**src/rtl/hazard_pkg.sv**
```systemverilog
// -----------------------------------------------------------------------------
// hazard_pkg
// Shared types and helpers for the RV32 pipeline hazard controller.
//   fwd_sel_t   : encoding of the Execute-stage forwarding mux3 selects
//   mdu_state_t : state of the multiply/divide stall sequencer
//   fwd_select  : picks the forwarding source for one Execute operand
// -----------------------------------------------------------------------------
package hazard_pkg;

   typedef enum logic [1:0] {
      FWD_RF  = 2'b00,
      FWD_WB  = 2'b01,
      FWD_MEM = 2'b10
   } fwd_sel_t;

   typedef enum logic {
      IDLE = 1'b0,
      BUSY = 1'b1
   } mdu_state_t;

   // The Memory stage holds the younger result, so it wins over Writeback.
   // x0 is hardwired to zero and is never forwarded.
   function automatic fwd_sel_t fwd_select(
      input logic [4:0] rs,
      input logic [4:0] rd_m,
      input logic [4:0] rd_w,
      input logic       we_m,
      input logic       we_w
   );
      fwd_sel_t sel;
      sel = FWD_RF;
      if (rs != 5'd0 && rs == rd_m && we_m) begin
         sel = FWD_MEM;
      end else if (rs != 5'd0 && rs == rd_w && we_w) begin
         sel = FWD_WB;
      end
      return sel;
   endfunction

endpackage

```
**src/rtl/hazard_ctrl_mdu_fsm.sv**
```systemverilog
// -----------------------------------------------------------------------------
// mdu_stall_fsm
// Sequences a multi-cycle MDU op sitting in Execute. The op stalls the front
// of the pipe for MDU_LATENCY-1 cycles, then gets one release cycle in which
// it leaves Execute.
// Ports:
//   clk       : core clock
//   reset     : synchronous, active-low reset
//   mdu_op_e  : valid MDU instruction in Execute
//   mdu_stall : hold F/D/E and bubble M this cycle
//   mdu_busy  : sequencer is in BUSY
// -----------------------------------------------------------------------------
module mdu_stall_fsm
   import hazard_pkg::*;
#(
   parameter int MDU_LATENCY = 4
) (
   input  logic clk,
   input  logic reset,
   input  logic mdu_op_e,
   output logic mdu_stall,
   output logic mdu_busy
);

   localparam int CNT_W = $clog2(MDU_LATENCY);

   mdu_state_t       state;
   logic [CNT_W-1:0] cnt;

   // Stall request: a new op stalls in its first cycle; once BUSY, stall
   // until the counter has drained. The release cycle (BUSY, cnt == 0)
   // deliberately ignores mdu_op_e so the departing op cannot retrigger.
   // Both outputs are forced low while reset is held.
   always_comb begin
      mdu_stall = 1'b0;
      if (reset) begin
         if (state == IDLE) begin
            mdu_stall = mdu_op_e;
         end else begin
            mdu_stall = (cnt != '0);
         end
      end
      mdu_busy = reset && (state == BUSY);
   end

   // State and counter; reset abandons any op in flight.
   always_ff @(posedge clk) begin
      if (!reset) begin
         state <= IDLE;
         cnt   <= '0;
      end else begin
         case (state)
            IDLE: begin
               if (mdu_op_e) begin
                  state <= BUSY;
                  cnt   <= CNT_W'(MDU_LATENCY - 2);
               end
            end
            BUSY: begin
               if (cnt != '0) begin
                  cnt <= cnt - CNT_W'(1);
               end else begin
                  state <= IDLE;
               end
            end
            default: begin
               state <= IDLE;
               cnt   <= '0;
            end
         endcase
      end
   end

endmodule

```
**src/rtl/hazard_ctrl.sv**
```systemverilog
// -----------------------------------------------------------------------------
// hazard_ctrl
// Hazard unit for the 5-stage RV32 core: Execute-stage forwarding selects,
// load-use stall, taken-branch flush and MDU hold sequencing.
// Ports:
//   clk, reset                  : clock, synchronous active-low reset
//   rs1_d, rs2_d                : sources of the Decode instruction
//   rs1_e, rs2_e, rd_e          : sources/destination in Execute
//   rd_m, rd_w                  : destinations in Memory / Writeback
//   reg_write_m, reg_write_w    : register-write enables in M / W
//   load_e                      : Execute instruction is a load
//   pc_src_e                    : branch/jump taken in Execute
//   mdu_op_e                    : valid MDU instruction in Execute
//   forward_a_e, forward_b_e    : forwarding mux3 selects (00 RF, 01 WB, 10 MEM)
//   stall_f, stall_d, stall_e   : hold PC, IF/ID, ID/EX
//   flush_d, flush_e, flush_m   : bubble IF/ID, ID/EX, EX/MEM
//   mdu_busy                    : MDU sequencer in BUSY
// -----------------------------------------------------------------------------
module hazard_ctrl
   import hazard_pkg::*;
#(
   parameter int MDU_LATENCY = 4
) (
   input  logic       clk,
   input  logic       reset,
   input  logic [4:0] rs1_d,
   input  logic [4:0] rs2_d,
   input  logic [4:0] rs1_e,
   input  logic [4:0] rs2_e,
   input  logic [4:0] rd_e,
   input  logic [4:0] rd_m,
   input  logic [4:0] rd_w,
   input  logic       reg_write_m,
   input  logic       reg_write_w,
   input  logic       load_e,
   input  logic       pc_src_e,
   input  logic       mdu_op_e,
   output logic [1:0] forward_a_e,
   output logic [1:0] forward_b_e,
   output logic       stall_f,
   output logic       stall_d,
   output logic       stall_e,
   output logic       flush_d,
   output logic       flush_e,
   output logic       flush_m,
   output logic       mdu_busy
);

   logic lw_stall;
   logic mdu_stall;

   mdu_stall_fsm #(
      .MDU_LATENCY(MDU_LATENCY)
   ) u_mdu_fsm (
      .clk      (clk),
      .reset    (reset),
      .mdu_op_e (mdu_op_e),
      .mdu_stall(mdu_stall),
      .mdu_busy (mdu_busy)
   );

   // Load-use: the Decode instruction needs a value the Execute load has
   // not fetched yet, so hold it one cycle and bubble Execute.
   always_comb begin
      lw_stall = load_e && (rd_e != 5'd0) && ((rd_e == rs1_d) || (rd_e == rs2_d));
   end

   // Output equations. A held Execute instruction is never flushed, so the
   // branch/load-use flushes are masked by the MDU stall. While reset is held
   // the pipe is flushed and nothing is stalled or forwarded.
   always_comb begin
      forward_a_e = FWD_RF;
      forward_b_e = FWD_RF;
      stall_f     = 1'b0;
      stall_d     = 1'b0;
      stall_e     = 1'b0;
      flush_d     = 1'b1;
      flush_e     = 1'b1;
      flush_m     = 1'b1;
      if (reset) begin
         forward_a_e = fwd_select(rs1_e, rd_m, rd_w, reg_write_m, reg_write_w);
         forward_b_e = fwd_select(rs2_e, rd_m, rd_w, reg_write_m, reg_write_w);
         stall_f     = lw_stall || mdu_stall;
         stall_d     = lw_stall || mdu_stall;
         stall_e     = mdu_stall;
         flush_m     = mdu_stall;
         flush_d     = pc_src_e && !mdu_stall;
         flush_e     = (lw_stall || pc_src_e) && !mdu_stall;
      end
   end

endmodule

```
**config.mk**
```make
export PLATFORM = sky130hd
export DESIGN_NAME = hazard_ctrl
export DESIGN_NICKNAME = d
export VERILOG_FILES = /design/src/rtl/hazard_pkg.sv /design/src/rtl/hazard_ctrl_mdu_fsm.sv /design/src/rtl/hazard_ctrl.sv
export SDC_FILE = /design/constraint.sdc
export NUM_CORES = 1
export LEC_CHECK = 0
export CAP_MARGIN = 20
export CORE_MARGIN = 2
export CORE_UTILIZATION = 25
export DETAILED_ROUTE_END_ITERATION = 10
export GPL_TIMING_DRIVEN = 0
export HOLD_SLACK_MARGIN = 0.05
export PLACE_DENSITY = 0.67
export RECOVER_POWER = 25
export SLEW_MARGIN = 25
export SYNTH_ARGS = -nofsm -noshare
export SYNTH_HDL_FRONTEND = slang
export SYNTH_HIERARCHICAL = 1
export SYNTH_SLANG_ARGS = --single-unit
```
**constraint.sdc**
```tcl
create_clock -name clk -period 1.7 [get_ports clk]
set_clock_uncertainty 0.2 [all_clocks]
set_input_delay 0.34 -clock clk [delete_from_list [all_inputs] [get_ports clk]]
set_output_delay 0.34 -clock clk [all_outputs]
set_load 0.02 [all_outputs]
```
# == Word level (Yosys, flattened, before mapping) ==
# Cells that the tools add are included.
# totals
reg_bits,3
in_bits,42
word_cells,53
# classes
add_sub_neg,1
eq_ne,8
mux,19
bitwise,1
reduce_logical,22
# op_table
cell,n
$eq 5x5->1,6
$reduce_bool 5->1,3
$logic_and 1x1->1,13
$mux 2,6
$mux 1,11
$ne 2x2->1 const B,2
$pmux 2 s2,1
$logic_or 1x1->1,3
$pmux 1 s2,1
$reduce_and 2->1,1
$reduce_bool 2->1,1
$sub 2x1->2 const B,1
$logic_not 1->1,1
$not 1->1,1

# == Logic depth before layout (Yosys ltp) ==
# Gate-level depths: netlist (run 1).
# logic_depth
word_depth,6
mapped_depth,7

# == Hierarchy ==
# Netlist (run 1), hierarchy kept.
# modules_own_cells
mod,instances,cells_each,area_per_inst_um2,seq_area_each_um2
hazard_ctrl,1,63,499.2,0.0
mdu_stall_fsm,1,16,161.4,60.1

# == Worst setup path after synthesis (run 1) ==
# Ideal clock, no wire load.
# synth_timing
path_kind,flip-flop to output port
from,register u_mdu_fsm.cnt[0]
to,output port flush_e
t_arrival_ns,1.679
setup_slack_ns,-0.519
path_stages_with_launch,6
n_path_buf,0
cell_sequence,dfxtp_1 -> inv_1 -> ha_1 -> nor2b_4 -> o21a_1 -> o311ai_0
# synth_via
elab_chain_cells,6
# synth_rtl
item,line_no,text
from (decl),hazard_ctrl_mdu_fsm.sv:28,logic [CNT_W-1:0] cnt;
from (signal assigned),hazard_ctrl_mdu_fsm.sv:56,cnt <= CNT_W'(MDU_LATENCY - 2);
from (signal assigned),hazard_ctrl_mdu_fsm.sv:61,cnt <= cnt - CNT_W'(1);
$reduce_bool 2->1,hazard_ctrl_mdu_fsm.sv:40,mdu_stall = (cnt != '0);
$mux 1,hazard_ctrl_mdu_fsm.sv:37,if (state == IDLE) begin
$mux 1,hazard_ctrl_mdu_fsm.sv:36,if (reset) begin
named net mdu_stall,hazard_ctrl.sv:50,logic mdu_stall;
$logic_not 1->1,hazard_ctrl.sv:88,flush_e = (lw_stall || pc_src_e) && !mdu_stall;
$logic_and 1x1->1,hazard_ctrl.sv:88,
$mux 1,hazard_ctrl.sv:80,if (reset) begin
to (decl),hazard_ctrl.sv:44,"output logic flush_e,"
# The timed path passes the listed nets, and every way through them passes these cells.

# == Worst setup path in the final report (run 1) ==
# layout_timing
from,input port rs2_e[3]
to,output port forward_b_e[0]
# layout_via
elab_chain_cells,6
word_cells_on_any_way,10
# layout_rtl
item,line_no,text
from (decl),hazard_ctrl.sv:29,"input logic [4:0] rs2_e,"
$eq 5x5->1 / $reduce_bool 5->1 (equally long branches),"hazard_pkg.sv:34, hazard_pkg.sv:32",
$logic_and 1x1->1 (2 in series),hazard_pkg.sv:34,end else if (rs != 5'd0 && rs == rd_w && we_w) begin
$mux 1,hazard_pkg.sv:34,
$mux 2 *,hazard_pkg.sv:32,if (rs != 5'd0 && rs == rd_m && we_m) begin
$mux 2 *,hazard_ctrl.sv:80,
to (decl),hazard_ctrl.sv:39,"output logic [1:0] forward_b_e,"
# Every way passes the cells marked *; elsewhere a longest branch is shown, timed or not.

==> results.sh, run 1 <==
export IMPL_seq_area_frac_synth_pct=9.09
export IMPL_grt_pass1_vias=894
export IMPL_via_per_inst=4.70
export IMPL_fin_util_pct=60.2
export IMPL_clockBufferDepth=2
export IMPL_ys_async_sr_fraction_pct=0
export IMPL_die_area_um2=3070
export IMPL_cts_tree="built"
export IMPL_yosys_area_top_type="xnor2_1"
export IMPL_ys_ff_latch=3
export IMPL_clock_latency_ps=230
export IMPL_hp_start="reset"
export IMPL_netlist_top_cells_area="xnor2_1, xor2_1, dfxtp_1"
export IMPL_root_buffer="clkbuf_4"
export IMPL_synth_nets=122
export IMPL_h_tree_depth=1
export IMPL_design_area_um2=1500
export IMPL_antenna_found_initial=0
export IMPL_pre_cts_slack_ps=-1260
export IMPL_drt_total_wl_um=2340
export IMPL_path_max_fanout=2
export IMPL_fmax_mhz=464
export IMPL_placed_area_um2=1280
export IMPL_cap_viol_max_count=0
export IMPL_critPathLaunch="rs2_e[3]"
export IMPL_power_density_nw_per_um2=364
export IMPL_violations="setup timing"
export IMPL_synthCells=79
export IMPL_seqCellArea_um2=63.8
export IMPL_overflow=0
export IMPL_drt_iter0_drc=13
export IMPL_critPathArrivalTime_ps=1610
export IMPL_outcome="finished with violations"
export IMPL_synth_area_um2=661
export IMPL_final_hold_viol_count=0
export IMPL_antenna_cells=0
export IMPL_hpwl_um=1770
export IMPL_grt_max_degree=10
export IMPL_ir_drop_uv=397
export IMPL_synth_edf_count=0
export IMPL_nFillCells=242
export IMPL_wl_per_cell_um=13.1
export IMPL_grt_use_total_pct=15.5
export IMPL_routed_via_count=842
export IMPL_synth_common_cells="xnor2_1, xor2_1, inv_1, nand4_1, nor4_2"
export IMPL_r2r_start="u_mdu_fsm/cnt[0]"
export IMPL_worstMarginPinSlew_ps=314
export IMPL_critPathLaunchType="input pin"
export IMPL_clock_sinks=3
export IMPL_synth_cell_types=29
export IMPL_drive_gt1_share_pct=55.0
export IMPL_layout_nets=193
export IMPL_cts_buffers=3
export IMPL_crit_required_ps=1160
export IMPL_synthFlopType="dfxtp_1"
export IMPL_max_slew_margin_pct=79.1
export IMPL_post_route_period_util_pct=127
export IMPL_min_period_ps=2150
export IMPL_rsz0062_at_grt="yes"
export IMPL_routabilityCongestion=0.773
export IMPL_post_synth_top_count_cell="xnor2_1"
export IMPL_detail_route_antenna_nets=0
export IMPL_initial_core_util_pct=26.4
export IMPL_hold_class="input pin to flop"
export IMPL_clkSlewWorstSetupHoldPaths_ps=30
export IMPL_hold_slack_ps=204
export IMPL_ys_warn_count=6
export IMPL_critPathCaptureType="primary output"
export IMPL_rows=18
export IMPL_drcViolationCount=0
export IMPL_leakage_nw=0.674
export IMPL_io_buffers=52
export IMPL_synth_top_cell_area_share_pct=21.2
export IMPL_dieWidth_um=55.4
export IMPL_ios=53
export IMPL_avgSynthCellArea_um2=8.36
export IMPL_core_area_um2=2500
export IMPL_total_power_w=0.000547
export IMPL_syn_to_final_growth_pct=128
export IMPL_setup_viol=10
export IMPL_final_max_slew_viol_count=0
export IMPL_multi_input_area_um2=749
export IMPL_grt_pass1_wl_um=3870
export IMPL_critPathKind="input pin to primary output"
export IMPL_die_h_um=55.4
export IMPL_dr_pass1_iters=4
export IMPL_fin_ws_ps=-454
==> worst paths after layout <==
check / endpoint / slack, ps / cells past startpoint
min reg2reg: u_mdu_fsm/cnt[1] / 310 / 1
min: u_mdu_fsm/state / 200 / 2
max reg2reg: u_mdu_fsm/cnt[1] / 190 / 6
max: forward_b_e[0] / -450 / 7
==> sequential cells by signal (all words and copies together) (netlist names) <==
signal           count
u_mdu_fsm/cnt        2
u_mdu_fsm/state      1
==> kinds of logic after synthesis <==
| group | share of synthesized area (%) |
|---|---|
| buffers and inverters | 3.98 |
| xor gates and xnor gates | 39.8 |
| AOI/OAI and AO/OA | 9.28 |
| DFF | 9.09 |
| adders and majority gates | 1.89 |
| and+or+nand+nor | 36.0 |
==> final cells by class <==
class / count / share of cell area (%)
multi-input combinational: 70 / 49.8
timing repair buffer: 66 / 39.0
sequential: 3 / 4.24
tap: 30 / 2.50
clock buffer: 4 / 1.75
buffer: 2 / 1.66
inverter: 4 / 0.998
==> stage by stage <==
step	TNS, ps	cells
6_report	-3210	179
5_1_grt	-3860	179
4_1_cts	-2920	175
2_1_floorplan	-988	79
3_5_place_dp	-11660	161
3_3_place_gp	-11560	161
==> where the power goes <==
group	leakage (nW)	internal (W)	total [W]	switching (W)
sequential	0.0258	0.0000774	0.0000829	0.00000550
clock	0.0150	0.0000880	0.000125	0.0000373
combinational	0.633	0.000187	0.000339	0.000151
==> what timing repair did <==
action	CTS	global route
hold buffers	0	0
pin swaps	30	16
endpoints found under the setup margin	11	11
resized for setup	189	14
buffers inserted	10	4
==> worst max-delay path, cell delays in order <==
cell and delay, ps:
buf_8 90, or4_4 540, nor2_4 130, nor4_4 60, buf_4 140, nor4_4 120, buf_4 190
==> per-layer routing <==
metal | GRT usage (%) | share of wire (%)
met2 | 30.3 | 57
met5 | 0 | 0
met4 | 2.44 | 1.2
met3 | 4.68 | 5.6
met1 | 16.2 | 36
==> layout by cell type, fill, tap and decap left out, types with 3 or more instances in the layout <==
| cell | Yosys | final |
|---|---|---|
| buf_4 | 1 | 15 |
| xnor2_1 | 16 | 13 |
| buf_6 | 0 | 13 |
| xor2_1 | 14 | 12 |
| dlygate4sd2_1 | 0 | 11 |
| buf_2 | 0 | 11 |
| dlymetal6s2s_1 | 0 | 5 |
| nand4_1 | 4 | 4 |
| nor4_4 | 0 | 4 |
| clkdlybuf4s15_1 | 0 | 4 |
| or4_4 | 2 | 3 |
| xnor2_2 | 0 | 3 |
| inv_2 | 0 | 3 |
| clkbuf_4 | 0 | 3 |
| clkdlybuf4s50_1 | 0 | 3 |
| buf_8 | 0 | 3 |
| dfxtp_2 | 0 | 3 |
No activity file was read; power rests on OpenSTA's default activity.
==> run 2: changes to the inputs <==
Settings changed: CORE_UTILIZATION 25 to 29, GPL_TIMING_DRIVEN 0 to not set, PLACE_DENSITY 0.67 to 0.76.
==> results.sh, run 2 (synthesis gave the netlist of run 1 again) <==
export IMPL_path_max_fanout=4
export IMPL_drt_iter0_drc=9
export IMPL_routabilityCongestion=0.807
export IMPL_dieWidth_um=51.7
export IMPL_drcViolationCount=0
export IMPL_grt_pass1_vias=952
export IMPL_ir_drop_uv=335
export IMPL_hpwl_um=1800
export IMPL_grt_pass1_wl_um=3790
export IMPL_root_buffer="clkbuf_4"
export IMPL_critPathLaunch="u_mdu_fsm/cnt[0]"
export IMPL_antenna_found_initial=0
export IMPL_worstMarginPinSlew_ps=296
export IMPL_core_area_um2=2190
export IMPL_fin_util_pct=68.4
export IMPL_cap_viol_max_count=0
export IMPL_die_area_um2=2680
export IMPL_overflow=0
export IMPL_wl_per_cell_um=12.3
export IMPL_antenna_cells=0
export IMPL_post_route_period_util_pct=126
export IMPL_fmax_mhz=466
export IMPL_initial_core_util_pct=30.2
export IMPL_cts_tree="built"
export IMPL_layout_nets=200
export IMPL_min_period_ps=2150
export IMPL_r2r_start="u_mdu_fsm/cnt[0]"
export IMPL_clock_sinks=3
export IMPL_reg_top3="u_mdu_fsm/cnt x2, u_mdu_fsm/state x1"
export IMPL_final_common_cell="buf_4"
export IMPL_io_buffers=52
export IMPL_setup_viol=10
export IMPL_hold_slack_ps=314
export IMPL_endpoint="flush_e"
export IMPL_via_per_inst=4.61
export IMPL_rows=17
export IMPL_design_area_um2=1500
export IMPL_regToRegSetupSlack_ps=290
export IMPL_clock_latency_ps=230
export IMPL_placed_area_um2=1360
export IMPL_nFillCells=190
export IMPL_setup_tns_ps=-3750
export IMPL_drt_total_wl_um=2260
export IMPL_grt_max_degree=9
export IMPL_die_h_um=51.7
export IMPL_critPathArrivalTime_ps=1610
export IMPL_violations="setup timing"
export IMPL_hold_buffers=0
export IMPL_detail_route_antenna_nets=0
export IMPL_leakage_nw=0.655
export IMPL_crit_required_ps=1160
export IMPL_critPathCaptureType="primary output"
export IMPL_critPathKind="flop to primary output"
export IMPL_reg2reg_depth=5
export IMPL_largest_reg_flops=2
export IMPL_outcome="finished with violations"
export IMPL_cts_buffers=3
export IMPL_worstReg2RegEnd="u_mdu_fsm/cnt[1]"
export IMPL_total_power_w=0.000546
export IMPL_regMostFlops="u_mdu_fsm/cnt"
export IMPL_dr_pass1_iters=4
export IMPL_grt_use_total_pct=18.8
export IMPL_syn_to_final_growth_pct=127
export IMPL_final_max_slew_viol_count=0
export IMPL_critPathLaunchType="flop"
export IMPL_max_slew_margin_pct=80.3
export IMPL_clkSlewWorstSetupHoldPaths_ps=40
export IMPL_h_tree_depth=1
export IMPL_fin_ws_ps=-447
export IMPL_rsz0062_at_grt="yes"
export IMPL_final_hold_viol_count=0
export IMPL_clockBufferDepth=2
export IMPL_final_cell_mix="buf_4, buf_6, xnor2_1, dlygate4sd2_1, buf_2"
export IMPL_ios=53
export IMPL_routed_via_count=848
export IMPL_hold_class="flop to flop"
export IMPL_power_density_nw_per_um2=364
export IMPL_drive_gt1_share_pct=54.5
[run 2: changes by cell type in the layout (fill, tap and decap cells not counted), sizes merged]
| cell | change |
|---|---|
| dlygate4sd2 | +3 |
| buf | +11 |
| clkbuf | -3 |
| dlymetal6s2s | -4 |
[run 2: area by class of cell]
| type | count | area (um2) | share of cell area (%) |
|---|---|---|---|
| multi-input cells | 70 | 714 | 47.7 |
| repair buffers | 75 | 644 | 43.0 |
| flip-flops and latches | 3 | 62.6 | 4.18 |
| well taps | 28 | 35.0 | 2.34 |
| clock buffers | 4 | 26.3 | 1.75 |
| inverters | 4 | 15.0 | 1.00 |
[run 2: worst max-delay path, stage by stage, from the launching register on]
cell,delay [ps]
dfxtp_2,330
inv_2,40
ha_1,230
nor2b_4,130
o21a_1,230
nand2b_4,180
o311ai_4,90
buf_6,150
[run 2: routing by layer]
metal | vias up | wire, um | GRT usage [%]
li1 | 429 | - | -
met2 | 31 | 1350 | 41.0
met5 | - | 0 | 0
met4 | 0 | 10 | 3.95
met3 | 2 | 125 | 4.31
met1 | 386 | 775 | 16.8
[run 2: how the worst min path moves through the flow]
| stage | endpoint | cells after the start | startpoint | slack [ps] |
|---|---|---|---|---|
| 2_1_floorplan | u_mdu_fsm/cnt[0] | 2 | u_mdu_fsm/cnt[0] | 240 |
| 3_3_place_gp | u_mdu_fsm/cnt[0] | 2 | u_mdu_fsm/cnt[0] | 260 |
| 3_5_place_dp | u_mdu_fsm/cnt[0] | 2 | u_mdu_fsm/cnt[0] | 270 |
| 4_1_cts | u_mdu_fsm/cnt[0] | 2 | u_mdu_fsm/cnt[0] | 270 |
| 5_1_grt | u_mdu_fsm/cnt[1] | 1 | u_mdu_fsm/cnt[1] | 330 |
| 6_report | u_mdu_fsm/cnt[1] | 1 | u_mdu_fsm/cnt[1] | 310 |
[run 2: timing repair]
action	in CTS	in global routing
buffers inserted	7	3
setup endpoints to repair	11	11
resized for setup	191	7
endpoints found under the hold margin	0	0
pin swaps	35	10
[run 2: stage by stage]
step | setup WS [ps] | cells
after global routing | -512 | 184
after detailed placement | -1180 | 171
after floorplan | -188 | 79
after global placement | -1160 | 171
after CTS | -439 | 182
final | -447 | 184
[run 2: power breakdown]
part	total (W)	switching, W	internal, W
Clock	0.000123	0.0000353	0.0000878
Combinational	0.000340	0.000148	0.000192
Sequential	0.0000821	0.00000505	0.0000770
Total	0.000546	0.000188	0.000357
